$ cat config.mk
export PLATFORM = sky130hd
export DESIGN_NAME = fp_acc_dump_flat
export DESIGN_NICKNAME = d
export VERILOG_FILES = /design/src/rtl/fp_acc_dump_if.sv /design/src/rtl/fp_acc_dump.sv /design/src/flat_wrapper.sv
export SDC_FILE = /design/constraint.sdc
export NUM_CORES = 1
export LEC_CHECK = 0
export BUFFER_PORTS_ARGS = -buffer_cell sky130_fd_sc_hd__buf_4
export CAP_MARGIN = 40
export CORE_MARGIN = 10
export CORE_UTILIZATION = 55
export DETAILED_ROUTE_END_ITERATION = 12
export GPL_TIMING_DRIVEN = 0
export PLACE_DENSITY_LB_ADDON = 0.05
export SETUP_SLACK_MARGIN = 0.5
export SLEW_MARGIN = 20
export SYNTH_ARGS = -nofsm -noshare
export SYNTH_HDL_FRONTEND = slang
export SYNTH_SLANG_ARGS = --single-unit
$ cat constraint.sdc
create_clock -name i_clock -period 4.04 [get_ports i_clock]
set_input_delay 0.202 -clock i_clock [delete_from_list [all_inputs] [get_ports i_clock]]
set_output_delay 0.202 -clock i_clock [all_outputs]
set_load 0.01 [all_outputs]
$ cat src/rtl/fp_acc_dump_if.sv
// ---------------------------------------------------------------------------
// fp_acc_dump_if
// Streaming bus for the integrate-and-dump accumulator.
//   Input side : i_data, i_valid (source -> block), o_ready (block -> source)
//   Output side: o_data, o_valid (block -> sink),  i_ready (sink -> block)
//   o_sat      : result was clamped (present only with FP_ACC_SAT_FLAG_EN)
//   dbg_count  : current frame position (FSM state), for observation only
// Handshake: a beat transfers on a rising clock edge where valid & ready are
// both high. A source holds data/valid stable while ready is low; the block
// holds o_data/o_valid stable until i_ready takes it.
// Optional feature macro: FP_ACC_SAT_FLAG_EN
// ---------------------------------------------------------------------------
interface fp_acc_dump_if #(
  parameter int NB_IN  = 11,
  parameter int NB_OUT = 11,
  parameter int N_ACC  = 8
);
  localparam int CW = $clog2(N_ACC);

  logic [NB_IN-1:0]  i_data;
  logic              i_valid;
  logic              o_ready;
  logic [NB_OUT-1:0] o_data;
  logic              o_valid;
  logic              i_ready;
`ifdef FP_ACC_SAT_FLAG_EN
  logic              o_sat;
`endif
  logic [CW-1:0]     dbg_count;

  // Block-side view
  modport slave (
    input  i_data, i_valid, i_ready,
    output o_ready, o_data, o_valid,
`ifdef FP_ACC_SAT_FLAG_EN
    output o_sat,
`endif
    output dbg_count
  );

  // Environment-side view (source and sink)
  modport master (
    output i_data, i_valid, i_ready,
    input  o_ready, o_data, o_valid,
`ifdef FP_ACC_SAT_FLAG_EN
    input  o_sat,
`endif
    input  dbg_count
  );
endinterface

$ cat src/rtl/fp_acc_dump.sv
// ---------------------------------------------------------------------------
// fp_acc_dump
// Integrate-and-dump accumulator for signed fixed-point samples
// S(NB_IN,NBF_IN). Sums N_ACC samples at full resolution, then emits one
// rounded (half up) and saturated S(NB_OUT,NBF_OUT) result.
// Ports:
//   i_clock  : rising-edge clock
//   i_rst_n  : asynchronous active-low reset
//   i_clear  : synchronous abort, drops the frame and the pending result
//   bus      : fp_acc_dump_if.slave (sample input, result output, debug)
// Optional feature macro: FP_ACC_SAT_FLAG_EN adds the registered o_sat flag.
// Assumes NBF_OUT <= NBF_IN and NB_OUT <= NB_IN + $clog2(N_ACC).
// ---------------------------------------------------------------------------
module fp_acc_dump #(
  parameter int NB_IN   = 11,
  parameter int NBF_IN  = 10,
  parameter int N_ACC   = 8,
  parameter int NB_OUT  = 11,
  parameter int NBF_OUT = 10
) (
  input  logic         i_clock,
  input  logic         i_rst_n,
  input  logic         i_clear,
  fp_acc_dump_if.slave bus
);
  localparam int CW     = $clog2(N_ACC);
  localparam int NB_ACC = NB_IN + CW;
  localparam int D      = NBF_IN - NBF_OUT;
  localparam logic [CW-1:0] LAST = CW'(N_ACC - 1);

  logic [CW-1:0]            count_q, count_d;
  logic signed [NB_ACC-1:0] acc_q;
  logic signed [NB_ACC-1:0] sum_full;
  logic signed [NB_ACC:0]   sum_ext;
  logic signed [NB_ACC:0]   sum_rnd;
  logic [NB_ACC:NB_OUT-1]   upper;
  logic                     sat_hit;
  logic [NB_OUT-1:0]        sat_val;
  logic [NB_OUT-1:0]        o_data_q;
  logic                     o_valid_q;
  logic                     last, ready, accept, take;

  assign accept = bus.i_valid & ready;
  assign take   = o_valid_q & bus.i_ready;

  // ---------------- FSM: state register (state = frame position) ----------
  always_ff @(posedge i_clock or negedge i_rst_n) begin
    if (!i_rst_n) count_q <= '0;
    else          count_q <= count_d;
  end

  // ---------------- FSM: next state ---------------------------------------
  always_comb begin
    count_d = count_q;
    if (i_clear)     count_d = '0;
    else if (accept) count_d = last ? '0 : count_q + CW'(1);
  end

  // ---------------- FSM: outputs ------------------------------------------
  // Only the closing sample of a frame can stall: it would overwrite a
  // result that the sink has not yet taken.
  always_comb begin
    last  = (count_q == LAST);
    ready = ~(last & o_valid_q & ~bus.i_ready);
  end

  // ---------------- Datapath ----------------------------------------------
  // NB_ACC bits hold any sum of N_ACC samples, so no overflow is possible.
  assign sum_full = acc_q + {{CW{bus.i_data[NB_IN-1]}}, bus.i_data};
  assign sum_ext  = {sum_full[NB_ACC-1], sum_full};

  generate
    if (D > 0) begin : g_round
      localparam logic signed [NB_ACC:0] HALF = (NB_ACC+1)'(1) << (D - 1);
      assign sum_rnd = (sum_ext + HALF) >>> D;
    end else begin : g_pass
      assign sum_rnd = sum_ext;
    end
  endgenerate

  // Saturate when the bits above the output sign bit disagree with it.
  assign upper   = sum_rnd[NB_ACC:NB_OUT-1];
  assign sat_hit = ~((&upper) | ~(|upper));
  assign sat_val = sat_hit ? (sum_rnd[NB_ACC] ? {1'b1, {(NB_OUT-1){1'b0}}}
                                              : {1'b0, {(NB_OUT-1){1'b1}}})
                           : sum_rnd[NB_OUT-1:0];

  always_ff @(posedge i_clock or negedge i_rst_n) begin
    if (!i_rst_n) begin
      acc_q <= '0;
    end else if (i_clear) begin
      acc_q <= '0;
    end else if (accept) begin
      acc_q <= last ? '0 : sum_full;
    end
  end

  // A dump in the same cycle as a take reloads the register; o_valid stays 1.
  always_ff @(posedge i_clock or negedge i_rst_n) begin
    if (!i_rst_n) begin
      o_data_q  <= '0;
      o_valid_q <= 1'b0;
    end else if (i_clear) begin
      o_data_q  <= '0;
      o_valid_q <= 1'b0;
    end else if (accept && last) begin
      o_data_q  <= sat_val;
      o_valid_q <= 1'b1;
    end else if (take) begin
      o_valid_q <= 1'b0;
    end
  end

`ifdef FP_ACC_SAT_FLAG_EN
  logic o_sat_q;
  always_ff @(posedge i_clock or negedge i_rst_n) begin
    if (!i_rst_n)              o_sat_q <= 1'b0;
    else if (i_clear)          o_sat_q <= 1'b0;
    else if (accept && last)   o_sat_q <= sat_hit;
  end
  assign bus.o_sat = o_sat_q;
`endif

  assign bus.o_ready   = ready;
  assign bus.o_data    = o_data_q;
  assign bus.o_valid   = o_valid_q;
  assign bus.dbg_count = count_q;
endmodule
$ cat src/flat_wrapper.sv
// flat-port wrapper written by rule: the top's interface ports become plain ports
module fp_acc_dump_flat 
#(
  parameter int NB_IN   = 11,
  parameter int NBF_IN  = 10,
  parameter int N_ACC   = 8,
  parameter int NB_OUT  = 11,
  parameter int NBF_OUT = 10
)
  (i_clock, i_rst_n, i_clear, bus_i_data, bus_i_valid, bus_i_ready, bus_o_ready, bus_o_data, bus_o_valid, bus_dbg_count);
  fp_acc_dump_if #(.NB_IN(NB_IN), .NB_OUT(NB_OUT), .N_ACC(N_ACC)) bus_i ();
  input  logic i_clock;
  input  logic i_rst_n;
  input  logic i_clear;
  input wire logic [$bits(bus_i.i_data)-1:0] bus_i_data;
  input wire logic [$bits(bus_i.i_valid)-1:0] bus_i_valid;
  input wire logic [$bits(bus_i.i_ready)-1:0] bus_i_ready;
  output wire logic [$bits(bus_i.o_ready)-1:0] bus_o_ready;
  output wire logic [$bits(bus_i.o_data)-1:0] bus_o_data;
  output wire logic [$bits(bus_i.o_valid)-1:0] bus_o_valid;
  output wire logic [$bits(bus_i.dbg_count)-1:0] bus_dbg_count;
  assign bus_i.i_data = bus_i_data;
  assign bus_i.i_valid = bus_i_valid;
  assign bus_i.i_ready = bus_i_ready;
  assign bus_o_ready = bus_i.o_ready;
  assign bus_o_data = bus_i.o_data;
  assign bus_o_valid = bus_i.o_valid;
  assign bus_dbg_count = bus_i.dbg_count;
  fp_acc_dump #(.NB_IN(NB_IN), .NBF_IN(NBF_IN), .N_ACC(N_ACC), .NB_OUT(NB_OUT), .NBF_OUT(NBF_OUT)) u_core (.i_clock(i_clock), .i_rst_n(i_rst_n), .i_clear(i_clear), .bus(bus_i));
endmodule
==> results.tsv <==
stage	metric	value	unit
synth	synthXorXnorAreaFrac	4.74	%
status	status	complete, no violations	
global_routing	grt_pass1_wl	7910	um
global_routing	met1_usage	18.4	%
place	gp_congestion	0.861	
global_routing	grt_max_degree	30	
synth	synthMuxAreaShare	0.493	%
critical_path	cp_data_required_time	4.19	ns
die	coreArea	3610	sq um
route	vias	1767	
synth	ys_types	45	
power_and_ir_drop	ir_drop	0.000263	V
place	io_buffers	30	
synth	syn_nets	249	
cts	numCtsBuffers	5	
cts	cts_root_buffer	clkbuf_8	
cells_and_area	diodes	0	
synth	yosysMostFrequentCell	nand2_1	
cts	cts_hold_buf	1	
global_routing	antenna_found_initial	0	
synth	yosys.area.top_type	dfrtp_1	
job	drv_cap	0	
global_routing	gr-total-overflow	0	
place	placedCellCount	295	
critical_path	critPathLaunchType	flop	
power_and_ir_drop	power_density	383	nW/um^2
power_and_ir_drop	leakagePower	1.15	nW
hold_path	hp-class	primary input to flop	
place	place_hpwl	3670	um
timing	fin_crit_sh	80.2	%
synth	synth_seq_cells	29	
critical_path	cp_slowest_cell	fa_1	
route	wirelength	4800	um
synth	synth_top_area_share	35.7	%
route	drt_pass1_iterations	4	
cts	htree_levels	2	
critical_path	path_cells	ha_1, inv_1, fa_1, nand2b_1, a21oi_1, o21ai_1, o31a_1, xnor2_1, and3_2, clkbuf_1, and4b_2, a211oi_1	
cts	cts_resized	0	
route	vias_per_cell	5.81	
place	pre_cts_ws	0.856	ns
timing	maxSlewHeadroom	49.4	%
die	initial_core_util	56.3	%
synth	synth.avg_cell_area	9.36	sq um
cts	worst_setup_hold_path_clk_slew	0.06	ns
synth	synth_area	2030	sq um
cells_and_area	syn2layout_area_growth	18.8	%
die	die-area	6530	sq um
power_and_ir_drop	finalPower	0.924	mW
synth	synth_top_family_by_area	compound AO/OA/AOI/OAI gates	
cells_and_area	utilization	67.0	%
critical_path	worstPathMaxFanout	10	
critical_path	max_stage_delay	0.40	ns
timing	setup_slack	0.798	ns
cells_and_area	drive_gt1_share	20.3	%
route	drc_errors	0	
timing	slew_violations	0	
cts	clk_latency	0.29	ns
timing	finalClockSkew	0.00898	ns
global_routing	grt_pass1_vias	1740	
synth	yosysSeqAreaShare	35.7	%
route	drtIter0Drc	119	
timing	fmax	308	MHz
synth	synth_ff_type	dfrtp_1	
timing	fin_tns_setup	0	ns
synth	postSynthCellCount	217	
timing	rsz0062_at_grt	false	
route	drtAntennaViolNets	0	
global_routing	grtUsageMet3	4.19	%
critical_path	cp.arrival	3.39	ns
cts	tritoncts	yes	
cts	clock-sinks	29	
timing	tightestPinTransition	0.756	ns
synth	netlist_top_cells_count	nand2_1 (32), dfrtp_1 (29), a21oi_1 (20), ha_1 (15)	
synth	synth-simple-area-share	21.0	%
synth	synth_area_leaders	dfrtp_1 (36%), ha_1 (9.2%), nand2_1 (5.9%)	
global_routing	grt_use_met2	26.0	%
global_routing	busiest_layer	met2	
synth	synth_edf_count	0	
cells_and_area	fin_cells	304	
synth	ys_async_sr_fraction	100	%
cts	post-cts-setup-buffers	0	
global_routing	grtUsageTotal	15.3	%
die	rows	22	
synth	synthAdderAreaFrac	10.2	%
synth	synth_compound_area_share	24.1	%
die	die_w	80.8	um
die	pin_count	32	
cells_and_area	layout.nets	287	
timing	setup_viol	0	
die	fp.dieH	80.8	um
synth	ys_warn_count	0	
critical_path	end_kind	flop	
cts	cts.path.max_buffers	2	
route	wl_per_cell	15.8	um
timing	min_period	3.24	ns
critical_path	critPathKind	flop to flop	
timing	hold_viol	0	
## metrics by stage
stage	area (sq um)	hold slack [ns]
detailed placement	2320	0.146
floorplan	2030	-0.0936
CTS	2410	0.181
global route	2410	0.200
global placement	2320	0.144
finish	2410	0.181
## worst paths after layout
check,from,to,slack (ns),cells past startpoint
setup reg to reg,u_core.acc_q[0],u_core.bus.o_data[6],0.80,12
max in group asynchronous,i_rst_n,u_core.acc_q[10],3.39,2
hold / removal,bus_i_ready,u_core.bus.o_valid,0.18,3
setup / recovery,u_core.acc_q[0],u_core.bus.o_data[6],0.80,12
hold reg to reg,u_core.acc_q[0],u_core.acc_q[0],0.52,1
min in group asynchronous,i_rst_n,u_core.bus.o_data[1],0.37,2
## layout by cell type (no fill, tap or decap), types with 6 or more instances in the layout
master    Yosys  final
nor3_1        7      7
a211oi_1      9      9
nand2_1      32     32
xnor2_1      11     11
nor2_1        6      6
a22o_1       11     11
ha_1         15     15
o21ai_0       9      9
a21oi_1      20     20
inv_1         7      7
buf_4         0     30
dfrtp_1      29     29
## metal layers
layer / vias to the layer above / wire length, um
met5: - / 0
met4: 0 / 56
met3: 8 / 258
met2: 44 / 2320
met1: 827 / 2170
li1: 888 / -
## registers in the layout, summed over array words and instances (netlist names)
register,count
u_core.acc_q,14
u_core.bus.o_data,11
u_core.bus.dbg_count,3
u_core.bus.o_valid,1
## power by group
| part | leakage, nW | internal, mW | switching [mW] |
|---|---|---|---|
| logic | 0.709 | 0.159 | 0.208 |
| registers | 0.394 | 0.312 | 0.0148 |
| clock network | 0.0450 | 0.119 | 0.111 |
| total | 1.15 | 0.590 | 0.334 |
## cells by family after synthesis
group	count (synthesis)
AO/OA/AOI/OAI	67
multiplexers	1
flip-flops	29
buffers and inverters	14
adder cells (fa/ha/maj)	16
AND/OR/NAND/NOR	79
XOR/XNOR	11
## cell type report
class,count,area (sq um)
multi-input cells,174,1240
clock inverters,2,10.0
clock buffers,6,72.6
flip-flops and latches,29,726
inverters,7,26.3
well taps,48,60.1
plain buffers,7,48.8
fillers,308,1190
repair buffers,31,235
## worst max-delay path, delay by kind of cell, from the launching register on
family | cells | cell delay, ns
AOI/OAI and AO/OA | 4 | 0.76
and+or+nand+nor | 3 | 0.74
adders and majority gates | 2 | 0.61
buffers and inverters | 2 | 0.39
DFF | 1 | 0.35
xor gates and xnor gates | 1 | 0.25
(Power assumes the default switching activity.)
